===== src/rtl/cache_tag_ctrl.sv =====
// Tag, valid and use-bit controller for a 16-set, 4-way cache lookup path.
// Misses refill through a request/response handshake; a full set asks an external policy for the victim.
module cache_tag_ctrl #(
    parameter int IDX_W  = 4,
    parameter int OFF_W  = 2,
    parameter int ADDR_W = 32
) (
    input  logic                            clk,
    input  logic                            rst_n,
    input  logic                            req_valid,
    output logic                            req_ready,
    input  logic [ADDR_W-1:0]               req_addr,
    input  logic                            flush,
    output logic                            resp_valid,
    input  logic                            resp_ready,
    output logic                            resp_hit,
    output logic [1:0]                      resp_way,
    output logic                            resp_evict,
    output logic [ADDR_W-IDX_W-OFF_W-1:0]   resp_evict_tag,
    output logic                            mem_req_valid,
    input  logic                            mem_req_ready,
    output logic [ADDR_W-1:0]               mem_addr,
    input  logic                            mem_resp_valid,
    output logic                            pol_hit,
    output logic [3:0]                      pol_state,
    input  logic [3:0]                      pol_final_state,
    input  logic [31:0]                     pol_replace
);
    // state        | meaning
    // S_IDLE       | ready for a request; flush clears the arrays here
    // S_LOOKUP     | compare latched tag against the indexed set
    // S_POLICY     | set full on a miss: sample victim and use vector from the policy
    // S_REFILL_REQ | hold refill request until accepted
    // S_REFILL_WAIT| wait for refill completion, then write the victim way
    // S_RESP       | hold response until consumed
    localparam int TAG_W = ADDR_W - IDX_W - OFF_W;
    localparam int SETS  = 1 << IDX_W;

    typedef enum logic [2:0] {
        S_IDLE,
        S_LOOKUP,
        S_POLICY,
        S_REFILL_REQ,
        S_REFILL_WAIT,
        S_RESP
    } state_t;

    state_t             state_q, state_d;
    logic [TAG_W-1:0]   tag_q, tag_d;
    logic [IDX_W-1:0]   idx_q, idx_d;
    logic [1:0]         victim_q, victim_d;
    logic [3:0]         pol_use_q, pol_use_d;
    logic               from_pol_q, from_pol_d;
    logic               resp_hit_q, resp_hit_d;
    logic [1:0]         resp_way_q, resp_way_d;
    logic               resp_evict_q, resp_evict_d;
    logic [TAG_W-1:0]   resp_etag_q, resp_etag_d;

    logic [3:0]         valid_q [SETS];
    logic [3:0]         use_q   [SETS];
    logic [TAG_W-1:0]   tags_q  [SETS][4];

    logic [3:0]         set_valid;
    logic [3:0]         set_use;
    logic [3:0]         hit_vec;
    logic [1:0]         hit_way;
    logic [1:0]         inv_way;
    logic               flush_clr;
    logic               use_we;
    logic [3:0]         use_wdata;
    logic               fill_we;
    logic               unused_bits;

    assign unused_bits = ^{pol_replace[31:2], req_addr[OFF_W-1:0]};

    // Setting the last clear bit would saturate the vector, so restart from the touched way.
    function automatic logic [3:0] bump_use(input logic [3:0] use_in, input logic [1:0] way);
        logic [3:0] onehot;
        logic [3:0] merged;
        onehot = 4'b0001 << way;
        merged = use_in | onehot;
        return (merged == 4'b1111) ? onehot : merged;
    endfunction

    assign set_valid = valid_q[idx_q];
    assign set_use   = use_q[idx_q];

    always_comb begin
        hit_vec = '0;
        for (int w = 0; w < 4; w++) begin
            hit_vec[w] = set_valid[w] && (tags_q[idx_q][w] == tag_q);
        end
    end

    always_comb begin
        hit_way = 2'd0;
        inv_way = 2'd0;
        for (int w = 3; w >= 0; w--) begin
            if (hit_vec[w])    hit_way = 2'(w);
            if (!set_valid[w]) inv_way = 2'(w);
        end
    end

    always_comb begin
        state_d      = state_q;
        tag_d        = tag_q;
        idx_d        = idx_q;
        victim_d     = victim_q;
        pol_use_d    = pol_use_q;
        from_pol_d   = from_pol_q;
        resp_hit_d   = resp_hit_q;
        resp_way_d   = resp_way_q;
        resp_evict_d = resp_evict_q;
        resp_etag_d  = resp_etag_q;
        flush_clr    = 1'b0;
        use_we       = 1'b0;
        use_wdata    = set_use;
        fill_we      = 1'b0;
        unique case (state_q)
            S_IDLE: begin
                if (flush) begin
                    flush_clr = 1'b1;
                end else if (req_valid) begin
                    tag_d   = req_addr[ADDR_W-1 -: TAG_W];
                    idx_d   = req_addr[OFF_W +: IDX_W];
                    state_d = S_LOOKUP;
                end
            end
            S_LOOKUP: begin
                if (|hit_vec) begin
                    use_we       = 1'b1;
                    use_wdata    = bump_use(set_use, hit_way);
                    resp_hit_d   = 1'b1;
                    resp_way_d   = hit_way;
                    resp_evict_d = 1'b0;
                    resp_etag_d  = '0;
                    state_d      = S_RESP;
                end else if (!(&set_valid)) begin
                    victim_d   = inv_way;
                    from_pol_d = 1'b0;
                    state_d    = S_REFILL_REQ;
                end else begin
                    state_d = S_POLICY;
                end
            end
            S_POLICY: begin
                victim_d   = pol_replace[1:0];
                pol_use_d  = pol_final_state;
                from_pol_d = 1'b1;
                state_d    = S_REFILL_REQ;
            end
            S_REFILL_REQ: begin
                if (mem_req_ready) state_d = S_REFILL_WAIT;
            end
            S_REFILL_WAIT: begin
                if (mem_resp_valid) begin
                    fill_we      = 1'b1;
                    use_we       = 1'b1;
                    // A saturated policy vector would be presented back to the policy later.
                    if (from_pol_q)
                        use_wdata = (pol_use_q == 4'b1111) ? (4'b0001 << victim_q) : pol_use_q;
                    else
                        use_wdata = bump_use(set_use, victim_q);
                    resp_hit_d   = 1'b0;
                    resp_way_d   = victim_q;
                    resp_evict_d = set_valid[victim_q];
                    resp_etag_d  = set_valid[victim_q] ? tags_q[idx_q][victim_q] : '0;
                    state_d      = S_RESP;
                end
            end
            S_RESP: begin
                if (resp_ready) state_d = S_IDLE;
            end
            default: state_d = S_IDLE;
        endcase
    end

    always_ff @(posedge clk or negedge rst_n) begin
        if (!rst_n) begin
            state_q      <= S_IDLE;
            tag_q        <= '0;
            idx_q        <= '0;
            victim_q     <= '0;
            pol_use_q    <= '0;
            from_pol_q   <= 1'b0;
            resp_hit_q   <= 1'b0;
            resp_way_q   <= '0;
            resp_evict_q <= 1'b0;
            resp_etag_q  <= '0;
        end else begin
            state_q      <= state_d;
            tag_q        <= tag_d;
            idx_q        <= idx_d;
            victim_q     <= victim_d;
            pol_use_q    <= pol_use_d;
            from_pol_q   <= from_pol_d;
            resp_hit_q   <= resp_hit_d;
            resp_way_q   <= resp_way_d;
            resp_evict_q <= resp_evict_d;
            resp_etag_q  <= resp_etag_d;
        end
    end

    always_ff @(posedge clk or negedge rst_n) begin
        if (!rst_n) begin
            for (int s = 0; s < SETS; s++) begin
                valid_q[s] <= '0;
                use_q[s]   <= '0;
            end
        end else if (flush_clr) begin
            for (int s = 0; s < SETS; s++) begin
                valid_q[s] <= '0;
                use_q[s]   <= '0;
            end
        end else begin
            if (use_we)  use_q[idx_q] <= use_wdata;
            if (fill_we) valid_q[idx_q][victim_q] <= 1'b1;
        end
    end

    // Tags are qualified by valid bits, so they need no reset.
    always_ff @(posedge clk) begin
        if (fill_we) tags_q[idx_q][victim_q] <= tag_q;
    end

    assign req_ready      = (state_q == S_IDLE) && !flush;
    assign resp_valid     = (state_q == S_RESP);
    assign resp_hit       = resp_hit_q;
    assign resp_way       = resp_way_q;
    assign resp_evict     = resp_evict_q;
    assign resp_evict_tag = resp_etag_q;
    assign mem_req_valid  = (state_q == S_REFILL_REQ);
    assign mem_addr       = mem_req_valid ? {tag_q, idx_q, {OFF_W{1'b0}}} : '0;
    assign pol_hit        = (state_q != S_POLICY);
    assign pol_state      = set_use;

endmodule


===== config.mk =====
export PLATFORM = sky130hd
export DESIGN_NAME = cache_tag_ctrl
export DESIGN_NICKNAME = d
export VERILOG_FILES = /design/src/rtl/cache_tag_ctrl.sv
export SDC_FILE = /design/constraint.sdc
export NUM_CORES = 2
export LEC_CHECK = 0
export ABC_AREA = 1
export CORE_ASPECT_RATIO = 2
export CORE_UTILIZATION = 39
export DETAILED_ROUTE_END_ITERATION = 10
export HOLD_SLACK_MARGIN = 0.05
export SYNTH_ARGS = -nofsm -noshare
export SYNTH_HDL_FRONTEND = slang
export SYNTH_SLANG_ARGS = --single-unit
export TNS_END_PERCENT = 100

===== constraint.sdc =====
create_clock -name clk -period 8.3 [get_ports clk]
set_input_delay 1.66 -clock clk [delete_from_list [all_inputs] [get_ports clk]]
set_output_delay 1.66 -clock clk [all_outputs]
set_load 0.02 [all_outputs]

==> results_dict.tcl <==
set metrics [dict create \
    status "finished, final reports clean" \
    kind_of_cell_with_the_highest_combined_delay_on_the_critical_path "buffers and inverters" \
    cellPowerDensity_nw_per_um2 365.4 \
    final_net_count 7885 \
    main_area_contributors_after_synthesis "edfxtp_1 (64%), nand2_1 (20%), dfrtp_1 (6.3%)" \
    final.hold.worst_slack_ns 0.4792 \
    ys.flop_type "edfxtp_1" \
    initial_utilization 0.3932 \
    tightestPinTransition_ns 1.302 \
    grt_usage 0.2628 \
    grt_start_max_net_pins 140 \
    drv_cap 0 \
    floorplan.rows 232 \
    relSlewSlack 0.1320 \
    synth_mux_area_frac 0 \
    post_synth_most_frequent_cells "nand2_1 (4206), edfxtp_1 (1664), nor2_1 (526), nand3_1 (233), dfrtp_1 (198)" \
    yosysMostFrequentCell "nand2_1" \
    start_kind "flip-flop" \
    yosys.area_share.adder 0 \
    drive_above_1_share 0.06723 \
    ff2ff_path_depth 23 \
    power.leakage_uw 0.03543 \
    whs_path_depth 2 \
    drt-total-wl_um 271600 \
    synth_xor_area_frac 0 \
    timing.critical_path.arrival_ns 5.11 \
    drc 0 \
    first_global_vias 53040 \
    syn-cell-area_sq_um 78640 \
    yosys_register_bits 1862 \
    final-hold-violation-count 0 \
    chipWidth_um 319.5 \
    critPathMaxStageDelay_ns 0.98 \
    crit_path_end_kind "output port" \
    yosys.area.top_type_share 0.6354 \
    synth-simple-area-share 0.2475 \
    largest_area_contributor_in_the_netlist "edfxtp_1" \
    ant_nets 0 \
    async_flop_share 0.1063 \
    slew_violations 0 \
    synth_compound_area_frac 0.02446 \
    synthesis.area_per_instance_sq_um 10.17 \
    die_area_sq_um 203500 \
    start_to_end_type_of_the_worst_setup_path "flip-flop to output port" \
    peakVddDrop_v 0.0004360 \
    fin_setup_tns_ns 0 \
    gpl.final_weighted_congestion 0.9442 \
    setup_viol 0 \
    gr-total-overflow 0 \
    clkSinkCount 1862 \
    clk_pin_slew_ns 0.07 \
    ctsRootBufferMaster "clkbuf_16" \
    dr_total_vias 55960 \
    worst_path_max_delay_cell "a21oi_1" \
    std_cell_core_area_sq_um 200000 \
    ctsHtreeMaxLevel 4 \
    drt_first_iter_violations 6076 \
    period_share 0.8158 \
    worst-endpoint-required_ns 6.64 \
    crit_chain "clkinv_8, nand2_2, inv_2, buf_4, a22oi_1, nand2_1, nand2_1, nand3_1, a21oi_1, inv_1, clkdlybuf4s50_1" \
    yosysSeqAreaShare 0.6984 \
    rsz0062_at_grt "false" \
    holdCritPathClass "flip-flop to flip-flop" \
    clk_lat_worst_skew_ns 0.83 \
    main_combinational_cell_family_by_area_after_synthesis "simple AND/OR/NAND/NOR gates" \
    cts_repair_resize_count 0 \
    path_depth 11 \
    via_per_inst 5.327 \
    number_of_synthesis_warnings 0 \
    worstPathBufferInverterCount 5 \
    layout_area_growth_over_synthesis_pct 12.10 \
    edff_count_synth 1664 \
    first_pass_iters 8 \
    worstPathMaxFanout 99 \
    tritoncts "done" \
    hold_buffers 0 \
    grt_first_pass_wirelength_um 380400 \
    distinct_cells_synth 35 \
    design.portCount 145 \
    fin_worst_skew_ns 0.04970 \
    critPathMostFrequentCell "nand2_1" \
    die_h_um 637.0 \
    tritoncts.num_buffers 163 \
    synth_cells 7729 \
    cts_max_path_buffers 4 \
    final_period_minus_worst_setup_slack_ns 6.771 \
    post_cts_buffers 0 \
    achievable-frequency_mhz 147.7 \
    port_buffers 110 \
    place_hpwl_um 165700 \
    routedWlPerCell_um 25.85 \
    antenna_violations_before_repair 14 \
]
## state kept, by name, summed over array words and instances (netlist names)
register,cells
victim_q,2
tag_q,26
resp_evict_tag,26
tags_q,1664
idx_q,4
pol_use_q,4
from_pol_q,1
resp_way,2
valid_q,64
state_q,3
resp_evict,1
resp_hit,1
use_q,64
## report_power, final
group	switching (uW)	total [uW]	internal [uW]	leakage [uW]
Clock	3450	7600	4150	0.00252
Combinational	10000	12600	2630	0.0155
Sequential	405	12000	11600	0.0174
Total	13900	32200	18400	0.0354
## cells in the final DEF (no fill, tap or decap), types with 89 or more instances in the layout
cell type and n:
a21oi_1 89, buf_4 147, clkbuf_16 171, clkdlybuf4s50_1 109, dfrtp_1 170, edfxtp_1 1664
inv_1 100, nand2_1 4205, nand3_1 233, nor2_1 458, o21ai_0 122
## per-stage QoR
step / worst slack [ns] / std cells / total power [uW] / instance area [sq um] / util
global placement: 2.288 / 10220 / 24480 / 83010 / 0.4150
detailed placement: 2.290 / 10220 / 24590 / 83010 / 0.4150
CTS: 1.642 / 10500 / 32090 / 88140 / 0.4407
floorplan: 4.512 / 7730 / 18970 / 78640 / -
global route: 1.480 / 10500 / 33320 / 88150 / 0.4407
finish: 1.529 / 10510 / 32210 / 88150 / 0.4408
## logic make-up (layout without fill, tap and decap cells)
logic type	count (synthesis)	count (layout)
and+or+nand+nor	5049	5049
DFF	1862	1862
buffers and inverters	469	667
AOI/OAI and AO/OA	348	348
other	1	6
## worst reg2reg max path, stage by stage (launching register included)
cell	delay, ns
dfrtp_4	0.79
buf_4	0.55
buf_12	0.59
nand2_1	0.24
nand2_1	0.10
nand2_1	0.05
nand2_1	0.09
nand2_1	0.05
nand2_1	0.40
nor2_1	0.25
nand2_1	0.11
nand2_1	0.07
nor2_1	0.12
nand2_1	0.12
nor2_1	0.12
nand2_1	0.07
nor2_2	0.45
nor2_1	0.15
nand3_1	0.17
nand3_2	0.54
nor2_1	0.67
nor2_1	0.18
nand2_1	0.12
nand2_1	0.06
## routing by layer
layer	global-route usage	vias to the layer above	share of wire	wire length (um)
li1	-	25530	-	-
met1	0.2951	27200	0.35	94140
met2	0.4500	2575	0.49	133000
met3	0.03550	657	0.074	20020
met4	0.2054	2	0.090	24460
met5	0	-	0.000048	13
## cell type report
class                   instances  area (sq um)
diodes                          4         10.01
clock buffers                 201          4402
clock inverters                82         734.5
fillers                     18470        111800
inverters                     109         447.9
multi-input cells            5399         21810
flip-flops and latches       1862         54960
well taps                    2574          3221
repair buffers                275          2570
## final timing paths
| kind | start | endpoint | slack, ns |
|---|---|---|---|
| setup / recovery | idx_q[1] | pol_state[3] | 1.53 |
| hold / removal | resp_evict_tag[24] | resp_evict_tag[24] | 0.48 |
| setup reg to reg | idx_q[0] | use_q[62] | 2.13 |
| hold reg to reg | resp_evict_tag[24] | resp_evict_tag[24] | 0.48 |
| max in group asynchronous | rst_n | tag_q[13] | 6.01 |
| min in group asynchronous | rst_n | valid_q[23] | 0.80 |
Note: power is estimated with default switching activity, not from simulation.
